## config.mk

```make
export PLATFORM = sky130hd
export DESIGN_NAME = operand_stack
export DESIGN_NICKNAME = d
export VERILOG_FILES = /design/src/rtl/stack_pkg.sv /design/src/rtl/stack_mem.sv /design/src/rtl/operand_stack.sv
export SDC_FILE = /design/constraint.sdc
export NUM_CORES = 1
export LEC_CHECK = 0
export CORE_MARGIN = 2
export CORE_UTILIZATION = 54
export CTS_CLUSTER_DIAMETER = 80
export DETAILED_ROUTE_END_ITERATION = 16
export GPL_TIMING_DRIVEN = 0
export PLACE_DENSITY = 0.8
export SLEW_MARGIN = 25
export SYNTH_ARGS = -nofsm -noshare
export SYNTH_HDL_FRONTEND = slang
export SYNTH_SLANG_ARGS = --single-unit
export TNS_END_PERCENT = 1
```

## constraint.sdc

```tcl
create_clock -name clk -period 3.2 [get_ports clk]
set_clock_uncertainty 0.2 [all_clocks]
set_input_delay 0.48 -clock clk [delete_from_list [all_inputs] [get_ports clk]]
set_output_delay 0.48 -clock clk [all_outputs]
set_load 0.02 [all_outputs]
```

## src/rtl/stack_pkg.sv

```systemverilog
// Shared constants and types for the stack evaluator datapath
// (operand_stack, stack controller, ALU).
package stack_pkg;

  localparam int unsigned WIDTH  = 16;
  localparam int unsigned DEPTH  = 16;
  localparam int unsigned PTR_W  = 5;
  localparam int unsigned ADDR_W = $clog2(DEPTH);

  typedef logic [WIDTH-1:0]  operand_t;
  typedef logic [PTR_W-1:0]  ptr_t;
  typedef logic [ADDR_W-1:0] addr_t;

endpackage

```

## src/rtl/stack_mem.sv

```systemverilog
// stack_mem: DEPTH x WIDTH register array backing the operand stack.
// Ports:
//   clk     rising-edge clock
//   we      write enable
//   waddr   write address
//   wdata   write data
//   raddr   asynchronous read address (NOS refill)
//   rdata_c combinational read data
// Contents are not reset; the stack never reads an entry it has not written.
module stack_mem
  import stack_pkg::*;
(
  input  logic     clk,
  input  logic     we,
  input  addr_t    waddr,
  input  operand_t wdata,
  input  addr_t    raddr,
  output operand_t rdata_c
);

  operand_t mem_q [DEPTH];

  // Single write port
  always_ff @(posedge clk) begin
    if (we) mem_q[waddr] <= wdata;
  end

  // Asynchronous read port
  assign rdata_c = mem_q[raddr];

endmodule

```

## src/rtl/operand_stack.sv

```systemverilog
// operand_stack: hardware LIFO of 16-bit operands with registered TOS/NOS.
// Ports:
//   clk, rst (async, active-low)
//   push, pop, din        operation strobes and push data
//   clr                   synchronous clear (only when STACK_CLEAR_EN is defined)
//   tos, nos              top / next-on-stack, zero when not present
//   pos                   entry count 0..DEPTH
//   empty, full           decoded from the registered count
//   ovf, unf              sticky overflow / underflow flags
// Configuration macro: STACK_CLEAR_EN adds the clr port.
// mem holds entries 0..pos-1; TOS and NOS are mirrored in registers so
// outputs never depend combinationally on push/pop.
module operand_stack
  import stack_pkg::*;
(
  input  logic     clk,
  input  logic     rst,
  input  logic     push,
  input  logic     pop,
  input  operand_t din,
`ifdef STACK_CLEAR_EN
  input  logic     clr,
`endif
  output operand_t tos,
  output operand_t nos,
  output ptr_t     pos,
  output logic     empty,
  output logic     full,
  output logic     ovf,
  output logic     unf
);

  operand_t tos_q, tos_d;
  operand_t nos_q, nos_d;
  ptr_t     pos_q, pos_d;
  logic     empty_q, empty_d;
  logic     full_q, full_d;
  logic     ovf_q, ovf_d;
  logic     unf_q, unf_d;

  logic     mem_we_c;
  addr_t    mem_waddr_c;
  addr_t    mem_raddr_c;
  operand_t mem_rdata_c;
  logic     clr_c;

`ifdef STACK_CLEAR_EN
  assign clr_c = clr;
`else
  assign clr_c = 1'b0;
`endif

  // Entry that becomes NOS after a pop (mem[pos-3]); only used when pos>=3
  assign mem_raddr_c = ADDR_W'(pos_q - ptr_t'(3));

  stack_mem u_mem (
    .clk     (clk),
    .we      (mem_we_c),
    .waddr   (mem_waddr_c),
    .wdata   (din),
    .raddr   (mem_raddr_c),
    .rdata_c (mem_rdata_c)
  );

  // Op decode: clear > replace > push > pop
  always_comb begin
    tos_d       = tos_q;
    nos_d       = nos_q;
    pos_d       = pos_q;
    ovf_d       = ovf_q;
    unf_d       = unf_q;
    mem_we_c    = 1'b0;
    mem_waddr_c = ADDR_W'(pos_q);

    if (clr_c) begin
      tos_d = '0;
      nos_d = '0;
      pos_d = '0;
      ovf_d = 1'b0;
      unf_d = 1'b0;
    end else if (push && pop && !empty_q) begin
      // Replace TOS in place; depth and NOS untouched
      tos_d       = din;
      mem_we_c    = 1'b1;
      mem_waddr_c = ADDR_W'(pos_q - ptr_t'(1));
    end else if (push) begin
      // Also covers push&pop on an empty stack
      if (full_q) begin
        ovf_d = 1'b1;
      end else begin
        mem_we_c = 1'b1;
        tos_d    = din;
        nos_d    = tos_q;
        pos_d    = pos_q + ptr_t'(1);
      end
    end else if (pop) begin
      if (empty_q) begin
        unf_d = 1'b1;
      end else begin
        tos_d = nos_q;
        nos_d = (pos_q >= ptr_t'(3)) ? mem_rdata_c : '0;
        pos_d = pos_q - ptr_t'(1);
      end
    end

    empty_d = (pos_d == '0);
    full_d  = (pos_d == ptr_t'(DEPTH));
  end

  always_ff @(posedge clk or negedge rst) begin
    if (!rst) begin
      tos_q   <= '0;
      nos_q   <= '0;
      pos_q   <= '0;
      empty_q <= 1'b1;
      full_q  <= 1'b0;
      ovf_q   <= 1'b0;
      unf_q   <= 1'b0;
    end else begin
      tos_q   <= tos_d;
      nos_q   <= nos_d;
      pos_q   <= pos_d;
      empty_q <= empty_d;
      full_q  <= full_d;
      ovf_q   <= ovf_d;
      unf_q   <= unf_d;
    end
  end

  assign tos   = tos_q;
  assign nos   = nos_q;
  assign pos   = pos_q;
  assign empty = empty_q;
  assign full  = full_q;
  assign ovf   = ovf_q;
  assign unf   = unf_q;

endmodule

```

Word-level counts from Yosys, hierarchy flattened
Memory sizes are Yosys's and may differ from the RTL's.
Index checks and enable logic that the tools add are counted.
Storage, ports and cells
  register bits: 41
  RAM bits: 256
  bits of input ports: 20
  word-level logic and storage cells: 50
  memories: 1
Cells by class
  add/sub/neg operators: 3
  order comparisons: 1
  equality and inequality tests: 5
  multiplexer cells: 21
  bitwise logic cells: 2
  reduce and logical (&&, ||, !) cells: 10
Memory list
  u_mem.mem_q: depth 16, bits a word 16, read ports 1, clocked after memory_dff 0, wr ports 1, RTL line stack_mem.sv:21  | operand_t mem_q [DEPTH];
Operators by type and width (number)
  two-way mux 16 bit: 10
  two-way mux 5 bit: 5
  AND reduction 4 bit: 2
  != test 3 x 2 -> 1 bit, second input constant: 2
  AND reduction 3 bit: 2
  adder 5 x 1 -> 5 bit, second input constant: 1
  == test 5 bit, second input constant: 1
  greater-or-equal comparator 5 x 2 -> 1 bit, second input constant: 1
  logical NOT 5 bit: 1
  two-way mux 1 bit: 5
  subtractor 5 x 1 -> 5 bit, second input constant: 1
  two-way mux 4 bit: 1
  != test 2 bit, second input constant: 2
  subtractor 4 x 2 -> 4 bit, second input constant: 1
  nonzero test 3 bit: 1
  logical AND 1 bit: 2
  inverter 1 bit: 2
  nonzero test 2 bit: 1
  logical NOT 1 bit: 1

Depth between registers and ports, before layout
  depth after elaboration: 6
  mapped depth: 12

By module
From an unflattened synthesis, not the netlist that was laid out.
Second synthesis, totals
  cell total of the unflattened synthesis: 641
  area total of the unflattened synthesis: 11860.1 um^2
By module, submodules not included
  stack_mem: times used 1, cells each 416, area each 9723.1 um^2
  operand_stack: times used 1, cells each 225, area each 2137.0 um^2

Worst setup path before layout
Ideal clock, no wire load.
  path kind: register to register
  start: register pos_q[0] (netlist: pos[0])
  end: memory u_mem.mem_q[0][0] (netlist bit), enable pin
  library setup time: 0.388 ns
  arrival time: 2.887 ns
  setup slack: -0.275 ns
  stages on the path, launching flop included: 13
  cells stage by stage: dfrtp_1 -> buf_6 -> buf_12 -> buf_12 -> inv_2 -> ha_1 -> buf_2 -> buf_2 -> buf_2 -> nand3_1 -> o21ai_0 -> nand2_1 -> nor2_1
Between the ends
  cells in the longest elaborated chain, start to end: 2
Ends and longest elaborated chain
  start, declared: RTL line operand_stack.sv:35  | ptr_t pos_q, pos_d;
  start signal, assigned: RTL line operand_stack.sv:122  | pos_q <= pos_d;
  subtractor 5 x 1 -> 5 bit
  two-way mux 4 bit *: RTL line operand_stack.sv:81  | end else if (push && pop && !empty_q) begin
  end, declared: RTL line stack_mem.sv:21
Every way passes the cells marked *; elsewhere a longest branch is shown, timed or not.

Final worst setup path
  start: register pos_q[0] (netlist: pos[0])
  end: memory u_mem.mem_q[10][8] (netlist bit), enable pin
The elaborated chain is that of the path after synthesis.

==> impl_metrics.env <==
export IMPL_status="finished, violations left"
export IMPL_violations="setup timing"
export IMPL_start_kind="flop"
export IMPL_cts_max_level=1
export IMPL_synth_cell_type_count=45
export IMPL_max_cap_violations=0
export IMPL_final_max_slew_viol_count=0
export IMPL_synth_top_cell_area_share_pct=64.4
export IMPL_die_height_um=153
export IMPL_clock_path_buffers=3
export IMPL_ioPinCount=61
export IMPL_row_count=54
export IMPL_netlist_top_cell_by_area="edfxtp_1"
export IMPL_post_dp_cell_area_um2=13000
export IMPL_syn_avg_cell_area_um2=18.1
export IMPL_grt_overflow=0
export IMPL_clkSinkCount=297
export IMPL_hold_viol_final=0
export IMPL_yosys_warnings=0
export IMPL_netSwitchingPower_mw=5.04
export IMPL_max_slew_margin_rel_pct=35.6
export IMPL_via_count=6864
export IMPL_ant_nets=0
export IMPL_cp_arrival_ps=3320
export IMPL_crit_type="flop to flop"
export IMPL_synthAdderAreaFrac_pct=0.210
export IMPL_die_x_um=153
export IMPL_final_cell_area_um2=14500
export IMPL_period_share_pct=102
export IMPL_powerDensity_nw_per_um2=1000
export IMPL_ys_dominant_reg_cell="edfxtp_1"
export IMPL_cp_max_fo=16
export IMPL_syn2layout_area_growth_pct=21.5
export IMPL_worst_path_max_delay_cell="dfrtp_2"
export IMPL_worst_slew_pin_slew_ps=966
export IMPL_grt_usage_pct=24.7
export IMPL_synth_area_mux_share_pct=14.8
export IMPL_p_int_mw=9.48
export IMPL_layout_drive_gt1_share_pct=25.1
export IMPL_async_flop_share_pct=13.8
export IMPL_coreArea_um2=21800
export IMPL_p_leak_nw=4.88
export IMPL_p_seq_share_pct=35.6
export IMPL_setup_ws_ps=-77.9
export IMPL_synth_compound_area_share_pct=5.01
export IMPL_p_comb_share_pct=40.3
export IMPL_cts_buffers=29
export IMPL_synth_area_um2=11900
export IMPL_grt_first_pass_wirelength_um=43600
export IMPL_drt_iter0_markers=678
export IMPL_synth_seq_cells=297
export IMPL_max_freq_mhz=305
export IMPL_drtPass1Iterations=7
export IMPL_totalWireLength_um=28600
export IMPL_path_buf_inv=9
export IMPL_synth_top_family_by_area="multiplexers"
export IMPL_clock_latency_ps=550
export IMPL_post_route_drc_count=0
export IMPL_critPathTopFamily="buffers and inverters"
export IMPL_period_minus_slack_ps=3280
export IMPL_rsz0062_at_grt="true"
export IMPL_postSynthCellCount=659
export IMPL_final_nets=803
export IMPL_cts_clk_slew_worst_paths_ps=60
export IMPL_hold_path_class="input pin to asynchronous set/reset pin"
export IMPL_synth_edf_count=256
export IMPL_antenna_found_initial=0
export IMPL_cp_required_ps=3240
export IMPL_drt_wirelength_per_cell_um=26.4
export IMPL_cts_root_buf="clkbuf_16"
export IMPL_utilization_pct=66.7
export IMPL_setup_viol=150
export IMPL_dieArea_um2=23300
export IMPL_vias_per_cell=6.33
export IMPL_n_antenna_cell=0
export IMPL_crit_chain="buf_12, buf_12, buf_12, inv_2, ha_1, buf_4, buf_4, buf_4, nor3_1, o21ai_2, buf_12, nor2_4, buf_12"
export IMPL_end_kind="flop"
export IMPL_start_util_pct=54.9
export IMPL_grt_pass1_vias=7113
export IMPL_pre_cts_ws_ps=-970
export IMPL_synth_xor_area_share_pct=0.650
export IMPL_grt_max_degree=32
export IMPL_ir_worst_vdd_mv=0.458
export IMPL_syn_num_nets=681
export IMPL_synthTopCellsByArea="edfxtp_1, mux4_2, dfrtp_1, mux2i_1, nor2_1"
export IMPL_ys_seq_area_share_pct=73.0
export IMPL_io_buffers=59
export IMPL_pwr_share_clk_pct=24.0
export IMPL_cts_tree="yes"
export IMPL_yosys_area_share_simple_pct=4.15
export IMPL_hpwlAfterDp_um=17600
export IMPL_p_sw_share_pct=34.7
export IMPL_cpMostUsedCell="buf_12"
export IMPL_gp_congestion=0.926
export IMPL_p_total_mw=14.5
export IMPL_slowest_delay_ps=450
## worst reg2reg max path, delay by kind of cell, from the launching register on
kind,cells,cell delay [ps]
buffers and inverters,9,1540
flip-flops,1,450
AND/OR/NAND/NOR,2,370
adder cells (fa/ha/maj),1,310
AO/OA/AOI/OAI,1,100
## synthesized netlist by cell type, drive strengths merged, types with 2 or more instances
library cell    n
mux4           64
a22oi           2
and3            3
nand2          23
nor2b           3
inv             4
ha              2
o211ai          2
xor2            2
nand3           2
dfrtp          40
xnor2           6
a21oi          40
o22ai          16
nor3            6
clkbuf         15
nor4            6
a31oi           2
o21ai           8
mux2i          32
o311ai         16
a31o            2
nor2           71
edfxtp        256
buf            27
## per-stage QoR
stage | setup TNS [ps] | hold WS, ps | cells
final | -5630 | 147 | 1084
after global routing | -22230 | 156 | 1084
after CTS | 0 | 144 | 1081
after detailed placement | -199130 | 179 | 1006
after global placement | -250140 | 251 | 998
after floorplan | -35450 | -15.6 | 659
## per-layer routing
metal  track usage (%)  wire [um]
met1              34.8      11100
met2              41.2      14400
met3              3.53       2450
met4              6.53        655
met5                 0          0
## flip-flops by register name, summed over array words and instances (netlist names)
register,flops
unf,1
ovf,1
tos,16
u_mem.mem_q,256
nos,16
pos,5
full,1
empty,1
## logic make-up after synthesis
family	Yosys count
AO/OA/AOI/OAI	93
flip-flops	297
XOR/XNOR	8
AND/OR/NAND/NOR	117
adder cells (fa/ha/maj)	2
multiplexers	96
buffers and inverters	46
## worst paths after layout
kind | depth (start not counted) | to | slack, ps | start
worst min-delay path | 2 | tos[9] | 150 | rst
max in group asynchronous | 3 | empty | 2130 | rst
worst max register to register | 13 | u_mem.mem_q[10][8] | -80 | pos[0]
min in group clk | 1 | unf | 270 | unf
worst max-delay path | 13 | u_mem.mem_q[10][8] | -80 | pos[0]
worst min register to register | 1 | unf | 270 | unf
## power groups by stage
stage / logic [mW] / clock network (mW) / registers, mW
3_3_place_gp: 5.19 / 0 / 5.19
5_1_grt: 6.20 / 3.68 / 5.22
4_1_cts: 5.75 / 3.53 / 5.16
2_1_floorplan: 3.35 / 0 / 5.42
3_5_place_dp: 5.36 / 0 / 5.23
6_report: 5.86 / 3.49 / 5.17
## repair_timing
action                     CTS  global route
setup endpoints to repair  271           251
pin swaps                   15             3
hold buffers                 1             0
setup buffers               20             3
hold endpoints to repair    40             0
gates resized for setup     38             5
## placed cells by master (no fill, tap or decap), drive strengths merged, types with 2 or more instances in the layout
cell type	count
a22oi	2
nor2	71
inv	6
a31o	2
mux2i	32
buf	60
o311ai	16
nor4	6
a21oi	40
o22ai	16
xnor2	6
clkinvlp	2
bufinv	5
a31oi	2
clkbuf	49
nand2	23
xor2	2
clkinv	10
dfrtp	40
nor3	6
o21ai	8
nand3	2
mux4	64
o211ai	2
edfxtp	256
and3	3
clkdlybuf4s50	58
nor2b	3
ha	2
## cell type report
type / instances / area [um^2]
plain buffers: 42 / 284
clock buffers: 35 / 748
clock inverters: 19 / 228
fillers: 1375 / 7240
inverters: 4 / 15.0
multi-input cells: 316 / 3110
flip-flops and latches: 297 / 8720
well taps: 280 / 350
repair buffers: 91 / 1060
Note: power is estimated with default switching activity, not from simulation.
